===== config.mk =====
export PLATFORM = sky130hd
export DESIGN_NAME = match_ctrl
export DESIGN_NICKNAME = d
export VERILOG_FILES = /design/src/rtl/match_ctrl.sv
export SDC_FILE = /design/constraint.sdc
export NUM_CORES = 1
export LEC_CHECK = 0
export ABC_AREA = 1
export CAP_MARGIN = 20
export CORE_AREA = 2 2 65 97
export CTS_BUF_LIST = sky130_fd_sc_hd__clkbuf_8
export CTS_CLUSTER_DIAMETER = 30
export DETAILED_ROUTE_END_ITERATION = 7
export DIE_AREA = 0 0 67 99
export PLACE_DENSITY = 0.88
export SETUP_SLACK_MARGIN = 0.02
export SYNTH_ARGS = -nofsm -noshare
export SYNTH_HDL_FRONTEND = slang
export SYNTH_SLANG_ARGS = --single-unit
export TNS_END_PERCENT = 10

===== constraint.sdc =====
create_clock -name CLK -period 1.89 [get_ports CLK]
set_input_delay 0.2835 -clock CLK [delete_from_list [all_inputs] [get_ports CLK]]
set_output_delay 0.2835 -clock CLK [all_outputs]
set_load 0.005 [all_outputs]

===== src/rtl/match_ctrl.sv =====
// Match sequencer for the two-player button race: restarts rounds through OPTION,
// judges each round from the score snapshot, and keeps a best-of-N tally.
module match_ctrl #(
  parameter int WIN_ROUNDS   = 2,
  parameter int PAUSE_CYCLES = 2000,
  parameter int RUN_TIMEOUT  = 60000
) (
  input  logic       CLK,
  input  logic       RESET,
  input  logic       START,
  input  logic       ABORT,
  input  logic [2:0] SCREEN,
  input  logic [6:0] P1_COUNT,
  input  logic [6:0] P2_COUNT,
  output logic [3:0] OPTION,
  output logic [1:0] P1_WINS,
  output logic [1:0] P2_WINS,
  output logic [2:0] ROUND_NO,
  output logic [1:0] MATCH_WINNER,
  output logic       ROUND_DONE,
  output logic [2:0] STATE
);

  localparam int RUN_W   = ($clog2(RUN_TIMEOUT + 1) > 16) ? $clog2(RUN_TIMEOUT + 1) : 16;
  localparam int PAUSE_W = ($clog2(PAUSE_CYCLES + 1) > 11) ? $clog2(PAUSE_CYCLES + 1) : 11;
  localparam logic [RUN_W-1:0]   RUN_LAST   = RUN_W'(RUN_TIMEOUT - 1);
  localparam logic [PAUSE_W-1:0] PAUSE_LAST = PAUSE_W'(PAUSE_CYCLES - 1);
  localparam logic [1:0]         WIN_TALLY  = 2'(WIN_ROUNDS);
  localparam logic [3:0]         OPT_RUN    = 4'b0111;
  localparam logic [3:0]         OPT_HOLD   = 4'b0000;
  localparam logic [2:0]         SCR_PLAY   = 3'b010;
  localparam logic [2:0]         SCR_OVER   = 3'b100;

  typedef enum logic [2:0] {
    S_IDLE  = 3'd0,
    S_ARM   = 3'd1,
    S_RUN   = 3'd2,
    S_JUDGE = 3'd3,
    S_PAUSE = 3'd4,
    S_DONE  = 3'd5
  } state_t;

  state_t               state_q, state_d;
  logic                 start_q;
  logic                 seen_play_q, seen_play_d;
  logic                 timed_out_q, timed_out_d;
  logic [6:0]           snap_p1_q, snap_p1_d;
  logic [6:0]           snap_p2_q, snap_p2_d;
  logic [RUN_W-1:0]     run_cnt_q, run_cnt_d;
  logic [PAUSE_W-1:0]   pause_cnt_q, pause_cnt_d;
  logic [1:0]           p1_wins_q, p1_wins_d;
  logic [1:0]           p2_wins_q, p2_wins_d;
  logic [2:0]           round_no_q, round_no_d;
  logic [1:0]           winner_q, winner_d;
  logic                 round_done_q, round_done_d;
  logic [3:0]           option_q, option_d;
  logic                 start_edge;

  assign start_edge = START & ~start_q;

  always_comb begin
    state_d      = state_q;
    seen_play_d  = seen_play_q;
    timed_out_d  = timed_out_q;
    snap_p1_d    = snap_p1_q;
    snap_p2_d    = snap_p2_q;
    run_cnt_d    = run_cnt_q;
    pause_cnt_d  = pause_cnt_q;
    p1_wins_d    = p1_wins_q;
    p2_wins_d    = p2_wins_q;
    round_no_d   = round_no_q;
    winner_d     = winner_q;

    case (state_q)
      S_IDLE, S_DONE: begin
        if (start_edge) begin
          p1_wins_d  = 2'd0;
          p2_wins_d  = 2'd0;
          winner_d   = 2'b00;
          round_no_d = 3'd1;
          state_d    = S_ARM;
        end
      end
      S_ARM: begin
        seen_play_d = 1'b0;
        timed_out_d = 1'b0;
        run_cnt_d   = '0;
        state_d     = S_RUN;
      end
      S_RUN: begin
        if (SCREEN == SCR_PLAY) begin
          seen_play_d = 1'b1;
          snap_p1_d   = P1_COUNT;
          snap_p2_d   = P2_COUNT;
        end
        // A game-over screen only counts once this round has actually been played.
        if (SCREEN == SCR_OVER && seen_play_q) begin
          state_d = S_JUDGE;
        end else if (run_cnt_q == RUN_LAST) begin
          timed_out_d = 1'b1;
          state_d     = S_JUDGE;
        end else begin
          run_cnt_d = run_cnt_q + 1'b1;
        end
      end
      S_JUDGE: begin
        pause_cnt_d = '0;
        state_d     = S_PAUSE;
        if (!timed_out_q && snap_p1_q > snap_p2_q) begin
          p1_wins_d = p1_wins_q + 2'd1;
          if (p1_wins_d == WIN_TALLY) begin
            winner_d = 2'b01;
            state_d  = S_DONE;
          end
        end else if (!timed_out_q && snap_p2_q > snap_p1_q) begin
          p2_wins_d = p2_wins_q + 2'd1;
          if (p2_wins_d == WIN_TALLY) begin
            winner_d = 2'b10;
            state_d  = S_DONE;
          end
        end
      end
      S_PAUSE: begin
        if (pause_cnt_q == PAUSE_LAST) begin
          round_no_d = (round_no_q == 3'd7) ? 3'd7 : round_no_q + 3'd1;
          state_d    = S_ARM;
        end else begin
          pause_cnt_d = pause_cnt_q + 1'b1;
        end
      end
      default: state_d = S_IDLE;
    endcase

    // Abort drops back to IDLE but leaves the scoreboard on display.
    if (ABORT) begin
      state_d    = S_IDLE;
      p1_wins_d  = p1_wins_q;
      p2_wins_d  = p2_wins_q;
      round_no_d = round_no_q;
      winner_d   = winner_q;
    end

    round_done_d = (state_d == S_JUDGE);
    option_d     = (state_d == S_IDLE || state_d == S_ARM) ? OPT_HOLD : OPT_RUN;
  end

  always_ff @(posedge CLK) begin
    if (RESET) begin
      state_q      <= S_IDLE;
      start_q      <= 1'b0;
      seen_play_q  <= 1'b0;
      timed_out_q  <= 1'b0;
      snap_p1_q    <= 7'd0;
      snap_p2_q    <= 7'd0;
      run_cnt_q    <= '0;
      pause_cnt_q  <= '0;
      p1_wins_q    <= 2'd0;
      p2_wins_q    <= 2'd0;
      round_no_q   <= 3'd0;
      winner_q     <= 2'b00;
      round_done_q <= 1'b0;
      option_q     <= OPT_HOLD;
    end else begin
      state_q      <= state_d;
      start_q      <= START;
      seen_play_q  <= seen_play_d;
      timed_out_q  <= timed_out_d;
      snap_p1_q    <= snap_p1_d;
      snap_p2_q    <= snap_p2_d;
      run_cnt_q    <= run_cnt_d;
      pause_cnt_q  <= pause_cnt_d;
      p1_wins_q    <= p1_wins_d;
      p2_wins_q    <= p2_wins_d;
      round_no_q   <= round_no_d;
      winner_q     <= winner_d;
      round_done_q <= round_done_d;
      option_q     <= option_d;
    end
  end

  assign OPTION       = option_q;
  assign P1_WINS      = p1_wins_q;
  assign P2_WINS      = p2_wins_q;
  assign ROUND_NO     = round_no_q;
  assign MATCH_WINNER = winner_q;
  assign ROUND_DONE   = round_done_q;
  assign STATE        = state_q;

endmodule


==> results of run 1 <==
-- routing by layer --
metal	vias up	global-route usage, %
li1	1670	-
met1	1574	27.9
met5	-	0
met3	45	5.71
met2	125	49.5
met4	0	18.1
-- power groups by stage --
stage	clock (uW)	combinational [uW]	sequential (uW)
after detailed placement	0	202	1270
after global placement	0	193	1270
final	1050	213	1250
after global routing	1100	231	1250
after CTS	1050	204	1250
after floorplan	0	109	1270
-- worst max-delay path, stage by stage (launching register included) --
cell     delay (ns)
dfxtp_1        0.30
inv_1          0.13
ha_4           0.23
nand2_1        0.09
inv_1          0.07
a21oi_4        0.17
nand4_1        0.12
or2_2          0.29
nand2_1        0.09
nand2_1        0.08
a21oi_2        0.14
-- registers in the layout, summed over array words and instances, names as in the netlist --
register / cells
MATCH_WINNER: 2
OPTION: 1
P1_WINS: 2
P2_WINS: 2
ROUND_DONE: 1
ROUND_NO: 3
STATE: 3
pause_cnt_q: 11
run_cnt_q: 16
seen_play_q: 1
snap_p1_q: 7
snap_p2_q: 7
start_q: 1
timed_out_q: 1
-- kinds of logic (layout without fill, tap and decap cells) --
| family | count (synthesis) | in the layout |
|---|---|---|
| other | 1 | 1 |
| AO/OA/AOI/OAI | 69 | 69 |
| XOR/XNOR | 6 | 6 |
| buffers and inverters | 78 | 128 |
| adder cells (fa/ha/maj) | 12 | 12 |
| flip-flops | 58 | 58 |
| AND/OR/NAND/NOR | 266 | 266 |
-- metrics by stage --
| step | util [%] | hold slack, ns | power (uW) | cells | cell area [um^2] |
|---|---|---|---|---|---|
| 6_report | 68.4 | 0.458 | 2510 | 612 | 3960 |
| 5_1_grt | 68.4 | 0.487 | 2580 | 612 | 3960 |
| 4_1_cts | 67.3 | 0.465 | 2500 | 612 | 3890 |
| 3_5_place_dp | 64.1 | 0.454 | 1480 | 596 | 3710 |
| 3_3_place_gp | 64.1 | 0.450 | 1470 | 596 | 3710 |
| 2_1_floorplan | - | 0.408 | 1380 | 490 | 3250 |
-- worst paths after layout --
path	start	endpoint	slack, ns	depth (start not counted)
worst max-delay path	snap_p1_q[6]	MATCH_WINNER[0]	0.12	10
worst min-delay path	snap_p1_q[1]	snap_p1_q[1]	0.46	2
worst max register to register	snap_p1_q[6]	MATCH_WINNER[0]	0.12	10
worst min register to register	snap_p1_q[1]	snap_p1_q[1]	0.46	2
-- cell usage in the layout (no fill, tap or decap), types with 3 or more instances in the layout --
cell type,n
nor3_1,10
o21ai_0,24
inv_1,59
clkdlybuf4s50_1,36
nand3_1,31
nand4_1,17
ha_1,10
a21oi_2,3
xor2_1,6
dfxtp_1,56
a21oi_1,32
nor2_2,3
o21ai_1,3
nor2_1,85
buf_4,12
nand2_1,94
clkbuf_8,10
nor3b_1,3
nand2_2,8
inv_2,5
nor2_4,3
-- area by class of cell --
type,instances,area (um^2),area share (%)
multi-input combinational,354,1830,46.3
sequential,58,1160,29.4
timing repair buffer,48,450,11.4
inverter,64,240,6.07
clock buffer,10,138,3.48
tap,72,90.1,2.28
clock inverter,6,42.5,1.07
-- timing repair --
action | 4_1_cts | 5_1_grt
setup endpoints to repair | 2 | 26
pin swaps | 0 | 3
resized for setup | 1 | 14
gates cloned | 0 | 0
==> out/results.tsv, run 1 <==
metric	value	unit
setup_tns	0	ns
seqPwrFrac	49.7	%
muxShareOfSynthArea	0	%
worstPathMaxFanout	3	
dieArea	6630	um^2
drive_gt1_share	11.9	%
cts_tree	yes	
vias	3414	
period_needed	1.77	ns
clk_pin_slew_worst_paths	0.07	ns
hold_buffers	0	
antenna_found_initial	0	
num_rows	34	
worstHoldPathType	reg2reg	
async_reset_ff_share	0	%
vias_per_cell	5.58	
p_sw_share	26.7	%
outcome	completed	
grt_pass1_vias	3349	
syn2layout_area_growth	21.7	%
drt-wirelength-per-cell	14.2	um
yosysWarningCount	0	
cp.required	2.18	ns
pre_cts_ws	-0.0450	ns
wl_met3	329	um
drt-total-wl	8.71	mm
drt_iter0_drc	204	
start_kind	flip-flop	
period_share	93.7	%
drv_cap	0	
setup_viol	0	
synth.most_common_cell	nand2_1	
die_x	67	um
cts_buffers	9	
cts_setup_buffers	0	
dr.pass1.iters	7	
p_int	1840	uW
synth_enable_flop_cells	0	
place_hpwl	6.32	mm
wl_met1	3.29	mm
synth_simple_gate_area_share	36.8	%
synth_area_leaders	dfxtp_1 (36%), nand2_1 (11%), nor2_1 (9.9%), inv_1 (6.8%), a21oi_1 (5.4%)	
gp_congestion	0.929	
netlist_area	3250	um^2
route.top_layer_used	met4	
synth-compound-area-share	11.2	%
worstSetupPathType	reg2reg	
wl_met2	4.65	mm
p_sw	671	uW
grt_max_degree	24	
p_comb_share	8.5	%
seq_area_frac_synth	35.7	%
synthFlopType	dfxtp_1	
drv_slew	0	
synth_cells	490	
ios	38	
power_density	634	nW/um^2
drc	0	
synth_top_area_share	35.7	%
synth_top_family_by_area	simple AND/OR/NAND/NOR gates	
cts.sinks	58	
synthAdderAreaFrac	4.62	%
crit_path_end_kind	flip-flop	
cts_buffer_depth	2	
yosysUniqueCellTypes	34	
p_leak	0.00150	uW
cp_data_arrival_time	2.06	ns
clk_root_buffer_cell	clkbuf_8	
initial_utilization	56.2	%
hold_viol	0	
fmax	0.564	GHz
syn_area_per_cell	6.64	um^2
grt_pass1_wl	14.2	mm
finClkSkew	0.00817	ns
yosys_register_bits	58	
die_h	99	um
nNetsFinal	568	
grt_overflow	0	
yosysTopAreaCell	dfxtp_1	
core	5790	um^2
yosys.area_share.xor_xnor	1.62	%
h-tree-depth	3	
p_clk_share	41.8	%
ant_nets	0	
antennaDiodeCount	0	
n_fill_cell	488	
syn_nets	523	
grt_usage	27.7	%
vdd_drop_max	0.377	mV
io_buffers	36	
worstSkewPairLatency	0.35	ns
worst_slack	0.118	ns
yosys-top-cells-count	nand2_1 (95), nor2_1 (86), inv_1 (59)	
No activity file was read; power rests on OpenSTA's default activity.
==> inputs of run 2 (changes only) <==
TNS_END_PERCENT = 30   (was 10)
==> results of run 2 <==
Final layout, timing and power as in run 1 (identical DEF).
